[config.mk]
export PLATFORM = sky130hd
export DESIGN_NAME = uart_tx_ctrl
export DESIGN_NICKNAME = d
export VERILOG_FILES = /design/src/rtl/uart_pkg.sv /design/src/rtl/uart_baud_cnt.sv /design/src/rtl/uart_tx_ctrl.sv
export SDC_FILE = /design/constraint.sdc
export NUM_CORES = 1
export LEC_CHECK = 0
export ABC_AREA = 1
export BUFFER_PORTS_ARGS = -buffer_cell sky130_fd_sc_hd__buf_2
export CAP_MARGIN = 20
export CELL_PAD_IN_SITES_DETAIL_PLACEMENT = 1
export CELL_PAD_IN_SITES_GLOBAL_PLACEMENT = 2
export CORE_MARGIN = 5
export CORE_UTILIZATION = 31
export DETAILED_ROUTE_END_ITERATION = 16
export GPL_TIMING_DRIVEN = 0
export PLACE_DENSITY = 0.82
export SYNTH_ARGS = -nofsm -noshare
export SYNTH_HDL_FRONTEND = slang
export SYNTH_HIERARCHICAL = 1
export SYNTH_SLANG_ARGS = --single-unit
[constraint.sdc]
create_clock -name clk -period 1.45 [get_ports clk]
set_input_delay 0.29 -clock clk [delete_from_list [all_inputs] [get_ports clk]]
set_output_delay 0.29 -clock clk [all_outputs]
set_load 0.1 [all_outputs]
[src/rtl/uart_pkg.sv]
// ---------------------------------------------------------------------------
// uart_pkg
// Shared definitions for the UART transmit path.
//   uart_state_t     : transmit sequencer state encoding
//   DEF_CLKS_PER_BIT : default bit period in clk cycles (50 MHz / 9600 baud)
//   DEF_DATA_BITS    : default data bits per frame
//   clog2()          : counter width helper, never returns less than 1
// ---------------------------------------------------------------------------
package uart_pkg;

    typedef enum logic [1:0] {
        IDLE  = 2'd0,
        START = 2'd1,
        DATA  = 2'd2,
        STOP  = 2'd3
    } uart_state_t;

    localparam int DEF_CLKS_PER_BIT = 5208;
    localparam int DEF_DATA_BITS    = 8;

    // Bits needed to hold the values 0..value-1.
    function automatic int clog2(input int value);
        int w;
        w = 1;
        while ((1 << w) < value) begin
            w = w + 1;
        end
        return w;
    endfunction

endpackage

[src/rtl/uart_baud_cnt.sv]
// ---------------------------------------------------------------------------
// uart_baud_cnt
// Bit-period counter: counts 0..CLKS_PER_BIT-1 and wraps.
//   clk, rst_n  : clock, asynchronous active-low reset
//   i_clear     : hold the count at 0
//   o_bit_done  : count is CLKS_PER_BIT-1 (last cycle of a bit period)
//   o_pre_done  : count is CLKS_PER_BIT-2 (one cycle before o_bit_done),
//                 lets the caller register a strobe that lands on bit_done
// ---------------------------------------------------------------------------
module uart_baud_cnt
    import uart_pkg::*;
#(
    parameter int CLKS_PER_BIT = DEF_CLKS_PER_BIT
) (
    input  logic clk,
    input  logic rst_n,
    input  logic i_clear,
    output logic o_bit_done,
    output logic o_pre_done
);

    localparam int CNT_W = clog2(CLKS_PER_BIT);
    localparam logic [CNT_W-1:0] LAST = CNT_W'(CLKS_PER_BIT - 1);
    localparam logic [CNT_W-1:0] PRE  = CNT_W'(CLKS_PER_BIT - 2);

    logic [CNT_W-1:0] r_count;

    // NOTE: sequential state uses non-blocking assignments so every register
    // samples the pre-edge values of the others, independent of block order.
    always_ff @(posedge clk or negedge rst_n) begin
        if (!rst_n) begin
            r_count <= '0;
        end else if (i_clear || r_count == LAST) begin
            r_count <= '0;
        end else begin
            r_count <= r_count + CNT_W'(1);
        end
    end

    assign o_bit_done = (r_count == LAST);
    assign o_pre_done = (r_count == PRE);

endmodule

[src/rtl/uart_tx_ctrl.sv]
// ---------------------------------------------------------------------------
// uart_tx_ctrl
// UART transmit sequencer: one-deep holding buffer on the host side, drives
// an external piso serializer and builds start/data/stop frames on txd.
//   clk, rst_n   : clock, asynchronous active-low reset
//   tx_data      : byte from host, captured when tx_valid && tx_ready
//   tx_valid     : host presents tx_data
//   tx_ready     : holding buffer empty
//   piso_data    : byte to the piso, stable for the whole frame
//   piso_enable  : one-clk strobe, piso advances one bit per strobe
//   piso_serial  : piso serial output
//   piso_end     : piso end-of-data flag, checked against the bit count
//   txd          : registered serial line, idle high
//   tx_busy      : high while not in IDLE
//   frame_err    : one-clk pulse when piso_end disagrees with the bit count
// ---------------------------------------------------------------------------
module uart_tx_ctrl
    import uart_pkg::*;
#(
    parameter int CLKS_PER_BIT = DEF_CLKS_PER_BIT,
    parameter int DATA_BITS    = DEF_DATA_BITS,
    parameter int STOP_BITS    = 1
) (
    input  logic                 clk,
    input  logic                 rst_n,
    input  logic [DATA_BITS-1:0] tx_data,
    input  logic                 tx_valid,
    output logic                 tx_ready,
    output logic [DATA_BITS-1:0] piso_data,
    output logic                 piso_enable,
    input  logic                 piso_serial,
    input  logic                 piso_end,
    output logic                 txd,
    output logic                 tx_busy,
    output logic                 frame_err
);

    localparam int BIT_W = clog2(DATA_BITS);
    localparam logic [BIT_W-1:0] LAST_DATA = BIT_W'(DATA_BITS - 1);
    localparam logic [BIT_W-1:0] LAST_STOP = BIT_W'(STOP_BITS - 1);

    uart_state_t          r_state;
    logic [BIT_W-1:0]     r_bit_cnt;
    logic [DATA_BITS-1:0] r_buf;
    logic                 r_buf_full;
    logic [DATA_BITS-1:0] r_piso_data;
    logic                 r_piso_enable;
    logic                 r_txd;
    logic                 r_busy;
    logic                 r_frame_err;

    logic w_bit_done;
    logic w_pre_done;
    logic w_handshake;
    logic w_last_stop;
    logic w_load;
    logic w_end_expected;

    // Counter sits at 0 in IDLE so START always begins a full bit period;
    // every other state change happens on bit_done, where it wraps to 0.
    uart_baud_cnt #(
        .CLKS_PER_BIT(CLKS_PER_BIT)
    ) u_baud_cnt (
        .clk        (clk),
        .rst_n      (rst_n),
        .i_clear    (r_state == IDLE),
        .o_bit_done (w_bit_done),
        .o_pre_done (w_pre_done)
    );

    assign w_handshake    = tx_valid && !r_buf_full;
    assign w_last_stop    = (r_state == STOP) && w_bit_done && (r_bit_cnt == LAST_STOP);
    assign w_load         = r_buf_full && ((r_state == IDLE) || w_last_stop);
    assign w_end_expected = w_bit_done && (r_bit_cnt == LAST_DATA);

    // Holding buffer. Handshake and drain are mutually exclusive: the first
    // needs the buffer empty, the second needs it full.
    always_ff @(posedge clk or negedge rst_n) begin
        if (!rst_n) begin
            r_buf      <= '0;
            r_buf_full <= 1'b0;
        end else if (w_handshake) begin
            r_buf      <= tx_data;
            r_buf_full <= 1'b1;
        end else if (w_load) begin
            r_buf_full <= 1'b0;
        end
    end

    always_ff @(posedge clk or negedge rst_n) begin
        if (!rst_n) begin
            r_state       <= IDLE;
            r_bit_cnt     <= '0;
            r_piso_data   <= '0;
            r_piso_enable <= 1'b0;
            r_txd         <= 1'b1;
            r_busy        <= 1'b0;
            r_frame_err   <= 1'b0;
        end else begin
            // Registered one cycle early so the strobe is visible on bit_done
            // and the piso presents the next bit from the first cycle of the
            // following bit period.
            r_piso_enable <= w_pre_done &&
                             ((r_state == START) ||
                              (r_state == DATA && r_bit_cnt != LAST_DATA));
            r_frame_err   <= (r_state == DATA) && (piso_end != w_end_expected);

            case (r_state)
                IDLE: begin
                    r_txd <= 1'b1;
                    if (w_load) begin
                        r_piso_data <= r_buf;
                        r_state     <= START;
                        r_busy      <= 1'b1;
                    end
                end
                START: begin
                    r_txd <= 1'b0;
                    if (w_bit_done) begin
                        r_state   <= DATA;
                        r_bit_cnt <= '0;
                    end
                end
                DATA: begin
                    r_txd <= piso_serial;
                    if (w_bit_done) begin
                        if (r_bit_cnt == LAST_DATA) begin
                            r_state   <= STOP;
                            r_bit_cnt <= '0;
                        end else begin
                            r_bit_cnt <= r_bit_cnt + BIT_W'(1);
                        end
                    end
                end
                STOP: begin
                    r_txd <= 1'b1;
                    if (w_bit_done) begin
                        if (r_bit_cnt == LAST_STOP) begin
                            r_bit_cnt <= '0;
                            // Queued byte goes straight out with no idle gap.
                            if (r_buf_full) begin
                                r_piso_data <= r_buf;
                                r_state     <= START;
                            end else begin
                                r_state <= IDLE;
                                r_busy  <= 1'b0;
                            end
                        end else begin
                            r_bit_cnt <= r_bit_cnt + BIT_W'(1);
                        end
                    end
                end
                default: begin
                    r_state <= IDLE;
                    r_busy  <= 1'b0;
                end
            endcase
        end
    end

    assign tx_ready    = !r_buf_full;
    assign piso_data   = r_piso_data;
    assign piso_enable = r_piso_enable;
    assign txd         = r_txd;
    assign tx_busy     = r_busy;
    assign frame_err   = r_frame_err;

endmodule

==> results.sh <==
export IMPL_status="complete, but fails checks"
export IMPL_violations="negative setup slack"
export IMPL_finalWorstSetupSlack_ns=-0.05182
export IMPL_p_leak_nw=1.327
export IMPL_place_area_um2=2336
export IMPL_area_growth_synth_to_final_pct=28.80
export IMPL_crit_required_ns=1.65
export IMPL_clock_sinks=39
export IMPL_cts_buffers=5
export IMPL_cts_max_level=2
export IMPL_ctsHoldBuffers=0
export IMPL_globalplace_congestion=0.7380
export IMPL_ios=26
export IMPL_clockRootBuffer="clkbuf_8"
export IMPL_syn_nets=268
export IMPL_ys_seq_area_share_pct=46.57
export IMPL_cts_tree="done"
export IMPL_fp_dieW_um=92.27
export IMPL_hold_viol=0
export IMPL_reg2regPathDepth=12
export IMPL_drv_slew=0
export IMPL_drc_errors=0
export IMPL_finalClockSkew_ns=0.01355
export IMPL_vias_per_cell=4.634
export IMPL_rows=30
export IMPL_p_per_area_nw_per_um2=866.9
export IMPL_tightest_slew_ns=0.9022
export IMPL_r2r_setup_slack_ns=-0.05
export IMPL_hpwl_mm=3.422
export IMPL_startpoint_type="flip-flop"
export IMPL_grt_pass1_wl_mm=8.369
export IMPL_finalCritPeriodShare_pct=103.6
export IMPL_fp_dieArea_um2=8514
export IMPL_yosys_warnings=6
export IMPL_initial_utilization_pct=31.40
export IMPL_n_antenna_cell=0
export IMPL_timing_rr_start="u_baud_cnt/r_count[0]"
export IMPL_setup_violations=11
export IMPL_fin_crit_ns=1.502
export IMPL_worstSkewPairLatency_ns=0.31
export IMPL_dr_pass1_iters=4
export IMPL_clkTransAtPathRegs_ns=0.09
export IMPL_rsz0062_at_grt="true"
export IMPL_final_util_pct=40.45
export IMPL_vias=1733
export IMPL_fin_area_um2=2703
export IMPL_routed_wl_mm=4.930
export IMPL_dp_cells=347
export IMPL_synth_xor_area_share_pct=2.922
export IMPL_core_area_um2=6681
export IMPL_grt_pass1_vias=1851
export IMPL_stdcell_count=374
export IMPL_syn_avg_cell_area_um2=8.671
export IMPL_drive_gt1_share_pct=34.69
export IMPL_yosys_area_share_simple_pct=29.28
export IMPL_cp_end_kind="flip-flop"
export IMPL_syn_inst=242
export IMPL_synth_fa_ha_area_share_pct=7.752
export IMPL_wire_per_inst_um=13.18
export IMPL_fmax_ghz=0.6659
export IMPL_ant_nets=0
export IMPL_relSlewSlack_pct=39.85
export IMPL_critPathArrivalTime_ns=1.70
export IMPL_drtIter0Drc=21
export IMPL_max_clock_path_buffers=2
export IMPL_syn_area_um2=2098
export IMPL_synth_top_family_by_area="simple AND/OR/NAND/NOR gates"
export IMPL_maxCapViolations=0
export IMPL_synthMuxAreaShare_pct=4.293
export IMPL_port_buffer_count=25
export IMPL_ir_drop_mv=0.4967
export IMPL_hold_class="in -> async"
export IMPL_fin_nets=319
export IMPL_die_y_um=92.27
export IMPL_antenna_found_initial=0
export IMPL_timing_rr_end="piso_data[5]"
export IMPL_crit_fanout=8
export IMPL_fillCellCount=797
export IMPL_grtUsageTotal_pct=12.30
export IMPL_path_class="reg -> reg"
export IMPL_grt_max_degree=40
export IMPL_grt_overflow=0
export IMPL_ys_ff_latch=39
export IMPL_synth_compound_area_share_pct=3.041
export IMPL_power_mw=2.343
export IMPL_ys_types=26
[flip-flops by register name (all words and copies together), names as in the netlist]
| signal | cells |
|---|---|
| u_baud_cnt/r_count | 13 |
| piso_data | 8 |
| r_buf | 8 |
| r_bit_cnt | 3 |
| r_state | 2 |
| frame_err | 1 |
| piso_enable | 1 |
| r_buf_full | 1 |
| tx_busy | 1 |
| txd | 1 |
[worst max-delay path, stage by stage (launching register included)]
cell      delay, ns
dfrtp_1        0.40
ha_4           0.16
nand3_2        0.06
nor2_2         0.12
nand2_2        0.07
inv_2          0.09
inv_4          0.05
nand2_4        0.07
nand2_4        0.07
clkinv_4       0.07
nand3_4        0.11
nand2_1        0.10
nand2_1        0.05
[per-layer routing]
| metal | global-route usage (%) | vias to the layer above | share of wire (%) |
|---|---|---|---|
| met2 | 21.59 | 15 | 49 |
| met1 | 14.63 | 838 | 47 |
| met3 | 3.527 | 5 | 2.6 |
| met5 | 0 | - | 0 |
| li1 | - | 875 | - |
| met4 | 3.342 | 0 | 1.0 |
[what timing repair did]
item | 4_1_cts | 5_1_grt
gates resized for setup | 22 | 15
pin swaps | 8 | 7
buffers inserted | 15 | 3
gates cloned | 1 | 0
endpoints found under the setup margin | 17 | 21
endpoints found under the hold margin | 0 | 0
[worst max path at each step]
stage / startpoint / endpoint / slack [ns]
2_1_floorplan: u_baud_cnt/r_count[1] / piso_data[0] / -0.05
3_3_place_gp: u_baud_cnt/r_count[0] / r_state[0] / -0.26
3_5_place_dp: u_baud_cnt/r_count[1] / r_state[0] / -0.28
4_1_cts: u_baud_cnt/r_count[0] / piso_data[4] / -0.07
5_1_grt: u_baud_cnt/r_count[0] / piso_data[6] / -0.18
6_report: u_baud_cnt/r_count[0] / piso_data[5] / -0.05
[cell families after synthesis]
family	after synthesis
DFF	39
and+or+nand+nor	137
AOI/OAI and AO/OA	10
buffers and inverters	28
muxes	8
xor gates and xnor gates	7
adders and majority gates	13
[through the flow]
step	TNS, ns	worst slack, ns	hold WS, ns
final	-0.4263	-0.05182	0.1019
after global routing	-2.051	-0.1790	0.1709
after CTS	-0.5774	-0.06886	0.1311
after detailed placement	-3.608	-0.2769	0.4539
after global placement	-3.227	-0.2582	0.4507
after floorplan	-0.5289	-0.04984	-0.005591
[placed cells by master, fill, tap and decap left out]
cell type and n:
clkinvlp_4 1, buf_8 1, clkinv_2 1, buf_2 23, ha_2 2, o21ai_1 4, nand3_1 17, o21a_1 1
xnor2_1 3, dfrtp_2 2, nor3_4 1, dfstp_2 1, ha_4 1, nand3_4 1, ha_1 10, a21oi_1 3
buf_4 19, buf_6 3, clkinv_4 1, nand4_1 11, inv_1 16, clkbuf_8 5, dfrtp_1 36, mux2_1 2
inv_2 7, bufinv_16 1, nand2_4 4, nor4_1 1, nand2_2 8, inv_4 1, nand2_1 58, nor2_2 5
nor2_4 2, nand3_2 3, inv_6 1, xor2_1 4, a21oi_4 2, nor2_1 26, mux2_2 6
[synth_stat cells]
master    number  area [um2]
mux2_2         6       67.56
nand3_1       20       100.1
nand2_2        6       37.54
nor4_1         1       6.260
ha_1          13       162.7
inv_1         21       78.83
nand4_1       11       68.82
mux2_1         2       22.52
a21oi_1        4       20.02
o21a_1         1       7.510
clkinv_4       1       8.760
nor3_1         1       5.000
inv_2          3       11.26
buf_4          1       7.510
buf_6          2       22.52
xnor2_1        3       26.28
nand2_4        1       11.26
nand3_4        1       17.52
nand2_1       63       236.5
o21ai_0        4       20.02
nor2_2         3       18.77
a21oi_4        1       16.27
dfstp_2        1       26.28
nor2_1        30       112.6
xor2_1         4       35.03
dfrtp_1       38       950.9
[cell type report]
type                       count  area [um2]  area share [%]
buffer                         3       30.03           1.111
multi-input combinational    175        1095           40.51
tap                           80       100.1           3.704
timing repair inverter         1       5.005          0.1852
clock buffer                   5       68.82           2.546
clock inverter                 3       46.29           1.713
inverter                      25       101.3           3.750
timing repair buffer          43       276.5           10.23
sequential                    39       979.7           36.25
[power by group]
part / internal, mW / total [mW] / switching [mW]
Clock: 0.519 / 0.958 / 0.440
Combinational: 0.0816 / 0.162 / 0.0808
Sequential: 1.17 / 1.22 / 0.0513
(Power assumes the default switching activity.)
